===== config.mk =====
export PLATFORM = sky130hd
export DESIGN_NAME = bcd_convert_scheduler
export DESIGN_NICKNAME = d
export VERILOG_FILES = /design/src/rtl/bcd_sched_pkg.sv /design/src/rtl/bcd_dabble_step.sv /design/src/rtl/bcd_convert_scheduler.sv
export SDC_FILE = /design/constraint.sdc
export NUM_CORES = 1
export LEC_CHECK = 0
export CAP_MARGIN = 20
export CORE_ASPECT_RATIO = 1.25
export CORE_MARGIN = 1.5
export CORE_UTILIZATION = 25
export DETAILED_ROUTE_END_ITERATION = 10
export PLACE_DENSITY = 0.42
export SLEW_MARGIN = 20
export SYNTH_ARGS = -nofsm -noshare
export SYNTH_HDL_FRONTEND = slang
export SYNTH_HIERARCHICAL = 1
export SYNTH_SLANG_ARGS = --single-unit

===== constraint.sdc =====
create_clock -name clk -period 4.1 [get_ports clk]
set_input_delay 0.82 -clock clk [delete_from_list [all_inputs] [get_ports clk]]
set_output_delay 0.82 -clock clk [all_outputs]
set_load 0.05 [all_outputs]

===== src/rtl/bcd_sched_pkg.sv =====
// bcd_sched_pkg
//   Shared types and constants for the BCD conversion scheduler:
//   FSM state encoding, operand/result/shift-register widths, the number
//   of double-dabble steps, and the per-nibble add-3 correction helper.
package bcd_sched_pkg;

  localparam int BYTE_W  = 8;
  localparam int BCD_W   = 12;
  localparam int SHIFT_W = 20;
  localparam int STEPS   = 8;

  typedef enum logic [1:0] {
    S_IDLE,
    S_SHIFT,
    S_DONE
  } state_t;

  // Double-dabble correction: a digit of 5 or more gets 3 added so that
  // the following left shift carries correctly into the next decade.
  function automatic logic [3:0] dabble_fix(input logic [3:0] n);
    return (n >= 4'd5) ? n + 4'd3 : n;
  endfunction

endpackage


===== src/rtl/bcd_dabble_step.sv =====
// bcd_dabble_step
//   One combinational double-dabble step on the 20-bit conversion register.
//   Ports:
//     din  - register value before the step {hundreds, tens, units, byte}
//     dout - value after add-3 correction of the three BCD nibbles followed
//            by a 1-bit left shift
module bcd_dabble_step
  import bcd_sched_pkg::*;
(
  input  logic [SHIFT_W-1:0] din,
  output logic [SHIFT_W-1:0] dout
);

  logic [SHIFT_W-1:0] fixed;

  always_comb begin
    fixed = {dabble_fix(din[19:16]), dabble_fix(din[15:12]),
             dabble_fix(din[11:8]), din[7:0]};
    dout  = fixed << 1;
  end

endmodule


===== src/rtl/bcd_convert_scheduler.sv =====
// bcd_convert_scheduler
//   Shared multi-cycle binary-to-BCD converter. Round-robin arbitration
//   among NUM_REQ requesters; the granted byte is converted into three BCD
//   digits with one double-dabble step per clock and returned tagged with
//   the requester id.
//   Ports:
//     clk      - system clock, rising edge
//     reset    - asynchronous active-high reset
//     req      - per-requester request level, held until its ack
//     byte_in  - flattened operands, requester k on [8k+7:8k]
//     ack      - one-cycle pulse, operand of requester k captured
//     busy     - high whenever the FSM is not idle
//     done     - one-cycle pulse, bcd_out/done_id valid
//     done_id  - requester id of the completed conversion
//     bcd_out  - {hundreds, tens, units}, held until the next done
//   Optional build macro BCD_CACHE_EN: per-requester cache of the last
//   operand/result; a repeated operand skips the shift sequence.
module bcd_convert_scheduler
  import bcd_sched_pkg::*;
#(
  parameter int NUM_REQ = 3,
  parameter int ID_W    = 2
)
(
  input  logic                      clk,
  input  logic                      reset,
  input  logic [NUM_REQ-1:0]        req,
  input  logic [BYTE_W*NUM_REQ-1:0] byte_in,
  output logic [NUM_REQ-1:0]        ack,
  output logic                      busy,
  output logic                      done,
  output logic [ID_W-1:0]           done_id,
  output logic [BCD_W-1:0]          bcd_out
);

  localparam int unsigned     NR        = NUM_REQ;
  localparam logic [ID_W-1:0] LAST_ID   = ID_W'(NUM_REQ - 1);
  localparam logic [2:0]      LAST_STEP = 3'(STEPS - 1);

  state_t             state;
  logic [SHIFT_W-1:0] shreg;
  logic [SHIFT_W-1:0] step_out;
  logic [2:0]         count;
  logic [ID_W-1:0]    ptr;
  logic [ID_W-1:0]    gid;
  logic [ID_W-1:0]    next_ptr;
  logic [ID_W-1:0]    gnt_id;
  logic               gnt_vld;
  logic [BYTE_W-1:0]  gnt_byte;

`ifdef BCD_CACHE_EN
  localparam int unsigned NE = 2 ** ID_W;
  logic [NE-1:0]     c_vld;
  logic [BYTE_W-1:0] c_byte [NE];
  logic [BCD_W-1:0]  c_res  [NE];
  logic [BYTE_W-1:0] op_byte;
  logic              hit;
  logic              gnt_hit;

  assign gnt_hit = c_vld[gnt_id] && (c_byte[gnt_id] == gnt_byte);
`endif

  bcd_dabble_step u_step (
    .din  (shreg),
    .dout (step_out)
  );

  // Round-robin search upward from ptr with wrap-around; only ids below
  // NUM_REQ are ever visited, so invalid ids cannot be granted.
  always_comb begin
    gnt_vld = 1'b0;
    gnt_id  = '0;
    for (int unsigned i = 0; i < NR; i++) begin
      if (!gnt_vld && req[(32'(ptr) + i) % NR]) begin
        gnt_vld = 1'b1;
        gnt_id  = ID_W'((32'(ptr) + i) % NR);
      end
    end
  end

  assign gnt_byte = byte_in[32'(gnt_id) * BYTE_W +: BYTE_W];
  assign next_ptr = (gid == LAST_ID) ? '0 : gid + 1'b1;

  always_ff @(posedge clk or posedge reset) begin
    if (reset) begin
      state   <= S_IDLE;
      ack     <= '0;
      busy    <= 1'b0;
      done    <= 1'b0;
      done_id <= '0;
      bcd_out <= '0;
      ptr     <= '0;
      count   <= '0;
      gid     <= '0;
      shreg   <= '0;
`ifdef BCD_CACHE_EN
      c_vld   <= '0;
      op_byte <= '0;
      hit     <= 1'b0;
      for (int unsigned i = 0; i < NE; i++) begin
        c_byte[i] <= '0;
        c_res[i]  <= '0;
      end
`endif
    end else begin
      ack  <= '0;
      done <= 1'b0;
      case (state)
        S_IDLE: begin
          if (gnt_vld) begin
            shreg <= {{BCD_W{1'b0}}, gnt_byte};
            gid   <= gnt_id;
            count <= '0;
            ack   <= NUM_REQ'(1) << gnt_id;
            busy  <= 1'b1;
            state <= S_SHIFT;
`ifdef BCD_CACHE_EN
            op_byte <= gnt_byte;
            hit     <= gnt_hit;
`endif
          end
        end

        S_SHIFT: begin
`ifdef BCD_CACHE_EN
          // A cache hit spends exactly one cycle here before DONE so the
          // ack pulse and the done pulse never overlap.
          if (hit) begin
            state   <= S_DONE;
            done    <= 1'b1;
            done_id <= gid;
            bcd_out <= c_res[gid];
            ptr     <= next_ptr;
          end else
`endif
          begin
            shreg <= step_out;
            count <= count + 1'b1;
            if (count == LAST_STEP) begin
              state   <= S_DONE;
              done    <= 1'b1;
              done_id <= gid;
              bcd_out <= step_out[SHIFT_W-1 -: BCD_W];
              ptr     <= next_ptr;
`ifdef BCD_CACHE_EN
              c_vld[gid]  <= 1'b1;
              c_byte[gid] <= op_byte;
              c_res[gid]  <= step_out[SHIFT_W-1 -: BCD_W];
`endif
            end
          end
        end

        S_DONE: begin
          state <= S_IDLE;
          busy  <= 1'b0;
        end

        default: begin
          state <= S_IDLE;
          busy  <= 1'b0;
        end
      endcase
    end
  end

endmodule


==> PnR_summary.wiki, run 1 <==
{| class="wikitable"
! Metric !! Value
|-
| Die X || a little under 100 um
|-
| TritonCTS Buffers || 5
|-
| Number of antenna violations at the first check in global routing || 0
|-
| Sequential element share of the synthesized area || between 40% and 50%
|-
| Layout Area Growth over Synthesis || 24.5%
|-
| Most common library cell in the layout ignoring fill and taps || dfrtp_1
|-
| Arrival time of the worst setup path || roughly 3.5 ns
|-
| NumNets Final || 349
|-
| Synthesis Warnings || 6
|-
| Reported leakage power || between 1 and 1.5 nW
|-
| Biggest area consumer among synthesized cells || dfrtp_1
|-
| Flops & latches, synth || 48
|-
| Unrepaired setup endpoints after global routing || false
|-
| TNS Setup || 0 ns
|-
| Area share of the largest cell type after synthesis || ~43%
|-
| Layout cell share with drive strength beyond 1 || 10.7%
|-
| Final Hold Fails || 0
|-
| Gr usage total || between 10% and 20%
|-
| Max_cap viols || 0
|-
| Cell chain of the critical path || inv_1, ha_1, mux2i_1, o21a_1, a221o_1, a21o_1, o2111ai_1
|-
| Tcrit/Tclk final || 80.9%
|-
| RD Place Congestion || roughly 0.77
|-
| Clock network latency to the later pin of the worst-skew pair || roughly 0.28 ns
|-
| Fraction of the core area covered by cells at the end of the flow || about a third
|-
| Path type of the worst setup path || flip-flop to flip-flop
|-
| Largest delay share family, worst path || compound AO/OA/AOI/OAI gates
|-
| Mean post-synth cell area || between 10 and 15 um2
|-
| DRC Markers || 0
|-
| Hold path cells || 2
|-
| Slew of the pin with the lowest slew margin || ~0.8 ns
|-
| Post-Synth Adder-Cell Area || 5.40%
|-
| Die area || roughly 0.012 mm2
|-
| Most area-consuming cells after synthesis || dfrtp_1 43%, mux2_2 6.5%, ha_1 5.4%, nand2_1 5.1%, a211oi_1 4.6%
|-
| CTS tree || yes
|-
| Main combinational cell family by area after synthesis || compound AO/OA/AOI/OAI gates
|-
| Root buf cell || clkbuf_16
|-
| Setup fix buffers added after clock tree synthesis || 0
|-
| Hold Crit Start || shreg[4]$_DFFE_PP0P_
|-
| Maximum net fanout on the critical path || 22
|-
| Clock Sink Count || 48
|-
| Critical path launch point type || flip-flop
|-
| Required time worst endpoint || around 4.3 ns
|-
| Global-route wire length before repair || approximately 11000 um
|-
| Placeable core region || approximately 0.011 mm2
|-
| Number of enable-type register cells in the synthesized netlist || 0
|-
| IR drop worst, VDD || around 0.45 mV
|-
| Worst-case clock skew || between 0.005 and 0.006 ns
|-
| Worst path slowest cell || ha_1
|-
| Number of cells traversed by the worst register-to-register path || 7
|-
| Slew margin rel. || 47.3%
|-
| Async set-or-reset flop fraction in the synthesized netlist || 100%
|-
| Number of vias after detailed routing || roughly 2.1k
|-
| Count of filler cells inserted in the layout || approximately 1.2k
|-
| N_diodes || 0
|-
| Number of port buffers || 47
|-
| Synthesized cell area || approximately 0.0028 mm2
|-
| Starting density of the core || between 20% and 30%
|-
| Compound-cell area share of the yosys netlist || about a fifth
|-
| Most frequently used flop master after synthesis || dfrtp_1
|-
| Unique masters post-synth || 39
|-
| Clock-pin transition on the worst setup and hold timing paths || 0.06 ns
|-
| Cell Pwr Density || approximately 830 mW/mm2
|-
| R2R setup slack || roughly 0.78 ns
|-
| Hold Crit Endpoint || shreg[4]$_DFFE_PP0P_
|-
| Worst hold path type || flip-flop to flip-flop
|-
| Vertical die dimension || about 120 um
|-
| Footprint of the flip-flops and latches || 0.00120 mm2
|-
| Reg2Reg Capture Point || shreg[5]$_DFFE_PP0P_
|-
| CP max stage delay || about 0.67 ns
|-
| Post-synthesis mux area share || under 10%
|-
| Reg-to-Reg Start || ptr[1]$_DFFE_PP0P_
|-
| Number of global-route vias before repair || 2193
|-
| Endpoints failing setup || 0
|-
| Num rows || between 40 and 50
|-
| Iteration-0 DRC count of the detailed router || approximately 110
|-
| Outcome || finished, final reports clean
|-
| DRT Pass-1 Iters || 4
|-
| Remaining antenna violation count || 0
|-
| Final critical path time including I/O delays and setup || between 3 and 4 ns
|-
| Number of instances resized during post-cts repair || 0
|-
| Buffers plus inverters on the worst setup path || 1
|-
| Most frequent cells in the layout || 48 x dfrtp_1, 47 x clkdlybuf4s50_1, 38 x nand2_1
|-
| Multi-input gate area in the final layout || around 0.0014 mm2
|-
| Share of the synthesized netlist area taken by xor and xnor gates || 0.945%
|-
| Achievable Freq || ~300 MHz
|-
| I/O pin count || 48
|-
| Hold bufs inserted after CTS || 0
|-
| Total gr overflow || 0
|-
| Post-Synthesis Net Count || roughly 320
|-
| Maximum clock path buffer count || 2
|-
| Critical Path Sink Type || flip-flop
|-
| Largest net degree at the start of global routing || 29
|-
| Final Routed Wirelength || between 6000 and 7000 um
|-
| Total half-perimeter wirelength after legalization and detailed placement || between 4000 and 5000 um
|-
| Average detailed-routed wire length per instance || ~15 um
|-
| Number of instances in the synthesized netlist || about 280
|-
| H-tree depth || 2
|-
| Simple-Gate Fraction of Synth Area || roughly 14%
|-
| Vias per std cell || around 4.8
|-
| Max-slew violation total from the final report || 0
|}
[through the flow]
step	cell area, um2	power [W]	hold WS (ns)	instances	worst slack (ns)
6_report	3460	0.00287	0.492	441	0.785
5_1_grt	3460	0.00310	0.517	441	0.500
4_1_cts	3460	0.00291	0.497	441	0.787
3_5_place_dp	3300	0.00244	0.482	433	0.719
3_3_place_gp	3300	0.00243	0.471	433	0.790
2_1_floorplan	2780	0.00207	0.460	277	1.85
[cells in the mapped netlist, drive strengths merged, types with 9 or more instances]
cell type and n:
dfrtp 48, nand2 38, buf 18, a211oi 17, mux2 16, a22o 14, inv 13, ha 12
nor3b 10, o21a 10, o21ai 10, clkbuf 9, nor2 9
[power by group]
group          internal (W)  switching (W)
logic              0.000646       0.000939
clock network      0.000287       0.000170
registers          0.000684       0.000149
[layer usage]
metal / vias to the layer above / GRT usage, % / wire length, um
li1: 1049 / - / -
met1: 1003 / 15.9 / 3340
met2: 51 / 20.1 / 3140
met3: 8 / 1.90 / 220
met4: 0 / 3.30 / 108
met5: - / 0 / 0
[cell type report]
| cell class | count | area share [%] |
|---|---|---|
| repair buffers | 51 | 14.5 |
| well taps | 132 | 4.77 |
| multi-input cells | 189 | 39.9 |
| clock inverters | 2 | 1.01 |
| clock buffers | 6 | 3.72 |
| inverters | 13 | 1.41 |
| flip-flops and latches | 48 | 34.7 |
[worst max-delay path by stage]
stage / slack, ns / start / to / cells after the start
global placement: 0.79 / req[2] / shreg[1]$_DFFE_PP0P_ / 6
global route: 0.50 / ptr[1]$_DFFE_PP0P_ / shreg[5]$_DFFE_PP0P_ / 7
CTS: 0.79 / ptr[1]$_DFFE_PP0P_ / shreg[3]$_DFFE_PP0P_ / 7
floorplan: 1.85 / req[1] / shreg[0]$_DFFE_PP0P_ / 8
finish: 0.78 / ptr[1]$_DFFE_PP0P_ / shreg[5]$_DFFE_PP0P_ / 7
detailed placement: 0.72 / req[2] / shreg[3]$_DFFE_PP0P_ / 6
[tightest hold or removal path, delay by kind of cell (launching register included)]
family,cells,cell delay [ns]
compound gates,1,0.07
flops,1,0.34
simple gates,1,0.05
[cell families after synthesis]
| group | after synthesis |
|---|---|
| simple gates | 80 |
| xor+xnor | 3 |
| buf+inv | 40 |
| compound gates | 71 |
| other cells | 1 |
| fa+ha+maj | 12 |
| flops | 48 |
| mux | 22 |
[sequential cells by signal, indices dropped and copies added (netlist names)]
name,count
shreg,20
gid,2
done,1
state,2
ack,3
busy,1
done_id,2
bcd_out,12
count,3
ptr,2
Note: power is estimated with default switching activity, not from simulation.
==> run 2: changes to the inputs <==
Settings changed: PLACE_DENSITY 0.42 to 0.43.
Clock period 4.1 ns to 3 ns, I/O delays scaled along.
==> run 2 against run 1 <==
  * Maximum frequency grew 39%
  * Sequential share of layout area shrank 0.30 points
  * Worst hold slack gained 0.0024 ns
  * Clock skew is essentially flat
  * Via count grew 2.4%
  * Final cell count grew 1.6%
  * Worst setup slack lost 0.17 ns
  * Clock-buffer cell count is the same
  * Critical path type unchanged
  * Highest routed layer unchanged
==> PnR_summary.wiki, run 2 (same netlist as run 1, synthesis figures left out) <==
{| class="wikitable"
! Metric !! Value
|-
| Achievable Freq || 419 MHz (+39%)
|-
| Max_cap viols || 0 (unchanged)
|-
| Footprint of the flip-flops and latches || 0.00120 mm2 (unchanged)
|-
| Maximum net fanout on the critical path || 10 (-55%)
|-
| Number of antenna violations at the first check in global routing || 0 (unchanged)
|-
| DRC Markers || 0 (unchanged)
|-
| Total half-perimeter wirelength after legalization and detailed placement || 4630 um (-4.7%)
|-
| Average detailed-routed wire length per instance || 14.9 um (-3.6%)
|-
| Critical path capture point || shreg[2]$_DFFE_PP0P_
|-
| Layout Area Growth over Synthesis || 25.6%
|-
| Crit path setup slack, layout || 0.611 ns (-0.174 ns)
|-
| IR drop worst, VDD || 0.500 mV (+12%)
|-
| Setup fix buffers added after clock tree synthesis || 0 (unchanged)
|-
| Vias per std cell || 4.83 (+0.82%)
|-
| Worst setup startpoint || ptr[1]$_DFFE_PP0P_
|-
| Die area || 0.0118 mm2 (unchanged)
|-
| CTS tree || yes
|-
| Arrival time of the worst setup path || 2.53 ns (-0.93 ns)
|-
| Required time worst endpoint || 3.15 ns (-1.10 ns)
|-
| Global-route wire length before repair || 11500 um (+0.25%)
|-
| DRT Pass-1 Iters || 4 (unchanged)
|-
| Clock network latency to the later pin of the worst-skew pair || 0.28 ns (about the same)
|-
| Vertical die dimension || 121 um (unchanged)
|-
| Endpoints failing setup || 0 (unchanged)
|-
| Root buf cell || clkbuf_16
|-
| Number of cells traversed by the worst register-to-register path || 7 (unchanged)
|-
| Max FFs per register || 20 (unchanged)
|-
| Reported leakage power || 1.50 nW (+1.7%)
|-
| Number of vias after detailed routing || 2162 (+2.4%)
|-
| Number of instances resized during post-cts repair || 0 (unchanged)
|-
| Post-placement worst setup slack || 0.356 ns (-0.363 ns)
|-
| TritonCTS Buffers || 5 (unchanged)
|-
| Multi-input gate area in the final layout || 0.00138 mm2 (unchanged)
|-
| H-tree depth || 2 (unchanged)
|-
| Total power || 0.00389 W (+35%)
|-
| Gr usage total || 11.8% (-0.16 points)
|-
| Maximum clock path buffer count || 2 (unchanged)
|-
| Number of global-route vias before repair || 2202 (+0.41%)
|-
| Outcome || finished, final reports clean
|-
| Most common library cell in the layout ignoring fill and taps || dfrtp_1
|-
| Final critical path time including I/O delays and setup || 2.39 ns (-0.926 ns)
|-
| Clock-pin transition on the worst setup and hold timing paths || 0.06 ns (about the same)
|-
| Hold bufs inserted after CTS || 0 (unchanged)
|-
| Layout cell share with drive strength beyond 1 || 12.7% (+2.0 points)
|-
| RD Place Congestion || 0.708 (-7.9%)
|-
| Reg-to-Reg Start || ptr[1]$_DFFE_PP0P_
|-
| Slew margin rel. || 57.9% (+11 points)
|-
| Max-slew violation total from the final report || 0 (unchanged)
|-
| Cell Pwr Density || 1120 mW/mm2 (+34%)
|-
| I/O pin count || 48 (unchanged)
|-
| Final Routed Wirelength || 6660 um (-2.1%)
|-
| Remaining antenna violation count || 0 (unchanged)
|-
| R2R setup slack || 0.61 ns (-0.17 ns)
|-
| Critical Path Sink Type || flip-flop
|-
| Iteration-0 DRC count of the detailed router || 97 (-14%)
|-
| Slew of the pin with the lowest slew margin || 0.631 ns (-0.160 ns)
|-
| Final Hold Fails || 0 (unchanged)
|-
| Starting density of the core || 25.9% (unchanged)
|-
| Path type of the worst setup path || flip-flop to flip-flop
|-
| Worst hold path type || flip-flop to flip-flop
|-
| Largest reg by FF count || shreg
|-
| Worst-case clock skew || 0.00551 ns (-0.000320 ns)
|-
| Most frequent cells in the layout || 48 x dfrtp_1, 47 x clkdlybuf4s50_1, 38 x nand2_1
|-
| Clock Sink Count || 48 (unchanged)
|-
| Count of filler cells inserted in the layout || 1113 (-3.4%)
|-
| NumNets Final || 357 (+2.3%)
|-
| Number of port buffers || 47 (unchanged)
|-
| Largest net degree at the start of global routing || 49 (+69%)
|-
| Largest registers in the final layout || shreg: 20 flops, bcd_out: 12 flops
|-
| Tcrit/Tclk final || 79.6% (-1.2 points)
|-
| Reg2Reg Capture Point || shreg[2]$_DFFE_PP0P_
|-
| Total gr overflow || 0 (unchanged)
|-
| N_diodes || 0 (unchanged)
|-
| TNS Setup || 0 ns (unchanged)
|-
| Fraction of the core area covered by cells at the end of the flow || 32.6% (+0.28 points)
|-
| Num rows || 42 (unchanged)
|-
| Critical path launch point type || flip-flop
|-
| Unrepaired setup endpoints after global routing || false
|-
| Die X || 97.3 um (unchanged)
|-
| Placeable core region || 0.0107 mm2 (unchanged)
|}
-- run 2: cell count changes in the layout (fill, tap and decap cells not counted), sizes merged --
cell    delta
buf        +8
bufinv     -1
-- run 2: worst min path at each step --
stage / from / end / depth (start not counted)
finish: shreg[5]$_DFFE_PP0P_ / shreg[5]$_DFFE_PP0P_ / 2
global route: shreg[1]$_DFFE_PP0P_ / shreg[1]$_DFFE_PP0P_ / 2
CTS: shreg[2]$_DFFE_PP0P_ / shreg[2]$_DFFE_PP0P_ / 2
detailed placement: shreg[2]$_DFFE_PP0P_ / shreg[2]$_DFFE_PP0P_ / 2
global placement: shreg[6]$_DFFE_PP0P_ / shreg[6]$_DFFE_PP0P_ / 2
floorplan: shreg[1]$_DFFE_PP0P_ / shreg[1]$_DFFE_PP0P_ / 2
-- run 2: where the power goes --
part / internal (W) / total, W / switching [W]
combinational: 0.000934 / 0.00223 / 0.00129
sequential: 0.000935 / 0.00113 / 0.000200
clock: 0.000303 / 0.000533 / 0.000229
-- run 2: critical path: stages, from the launching register on --
cell       delay [ns]
dfrtp_1          0.40
inv_1            0.11
ha_1             0.29
mux2i_1          0.37
o221ai_1         0.26
o31ai_1          0.33
a21o_1           0.33
o2111ai_1        0.17
-- run 2: cell type report --
| type | count | area share (%) |
|---|---|---|
| multi-input cells | 189 | 39.6 |
| flip-flops and latches | 48 | 34.4 |
| repair buffers | 59 | 16.1 |
| well taps | 132 | 4.73 |
| clock buffers | 6 | 3.69 |
| inverters | 13 | 1.40 |
| clock inverters | 1 | 0.143 |
-- run 2: per-layer routing --
| layer | track usage, % | vias to the layer above | part of all wire, % |
|---|---|---|---|
| met1 | 16.1 | 1049 | 48 |
| li1 | - | 1061 | - |
| met3 | 2.07 | 6 | 3.8 |
| met4 | 3.04 | 0 | 0.95 |
| met2 | 19.4 | 46 | 47 |
| met5 | 0 | - | 0 |
-- run 2: metrics by stage --
stage	instances	hold WS [ns]	instance area, um2
finish	448	0.495	3490
global route	448	0.527	3490
CTS	448	0.499	3490
detailed placement	441	0.484	3360
global placement	441	0.474	3360
floorplan	277	0.460	2780
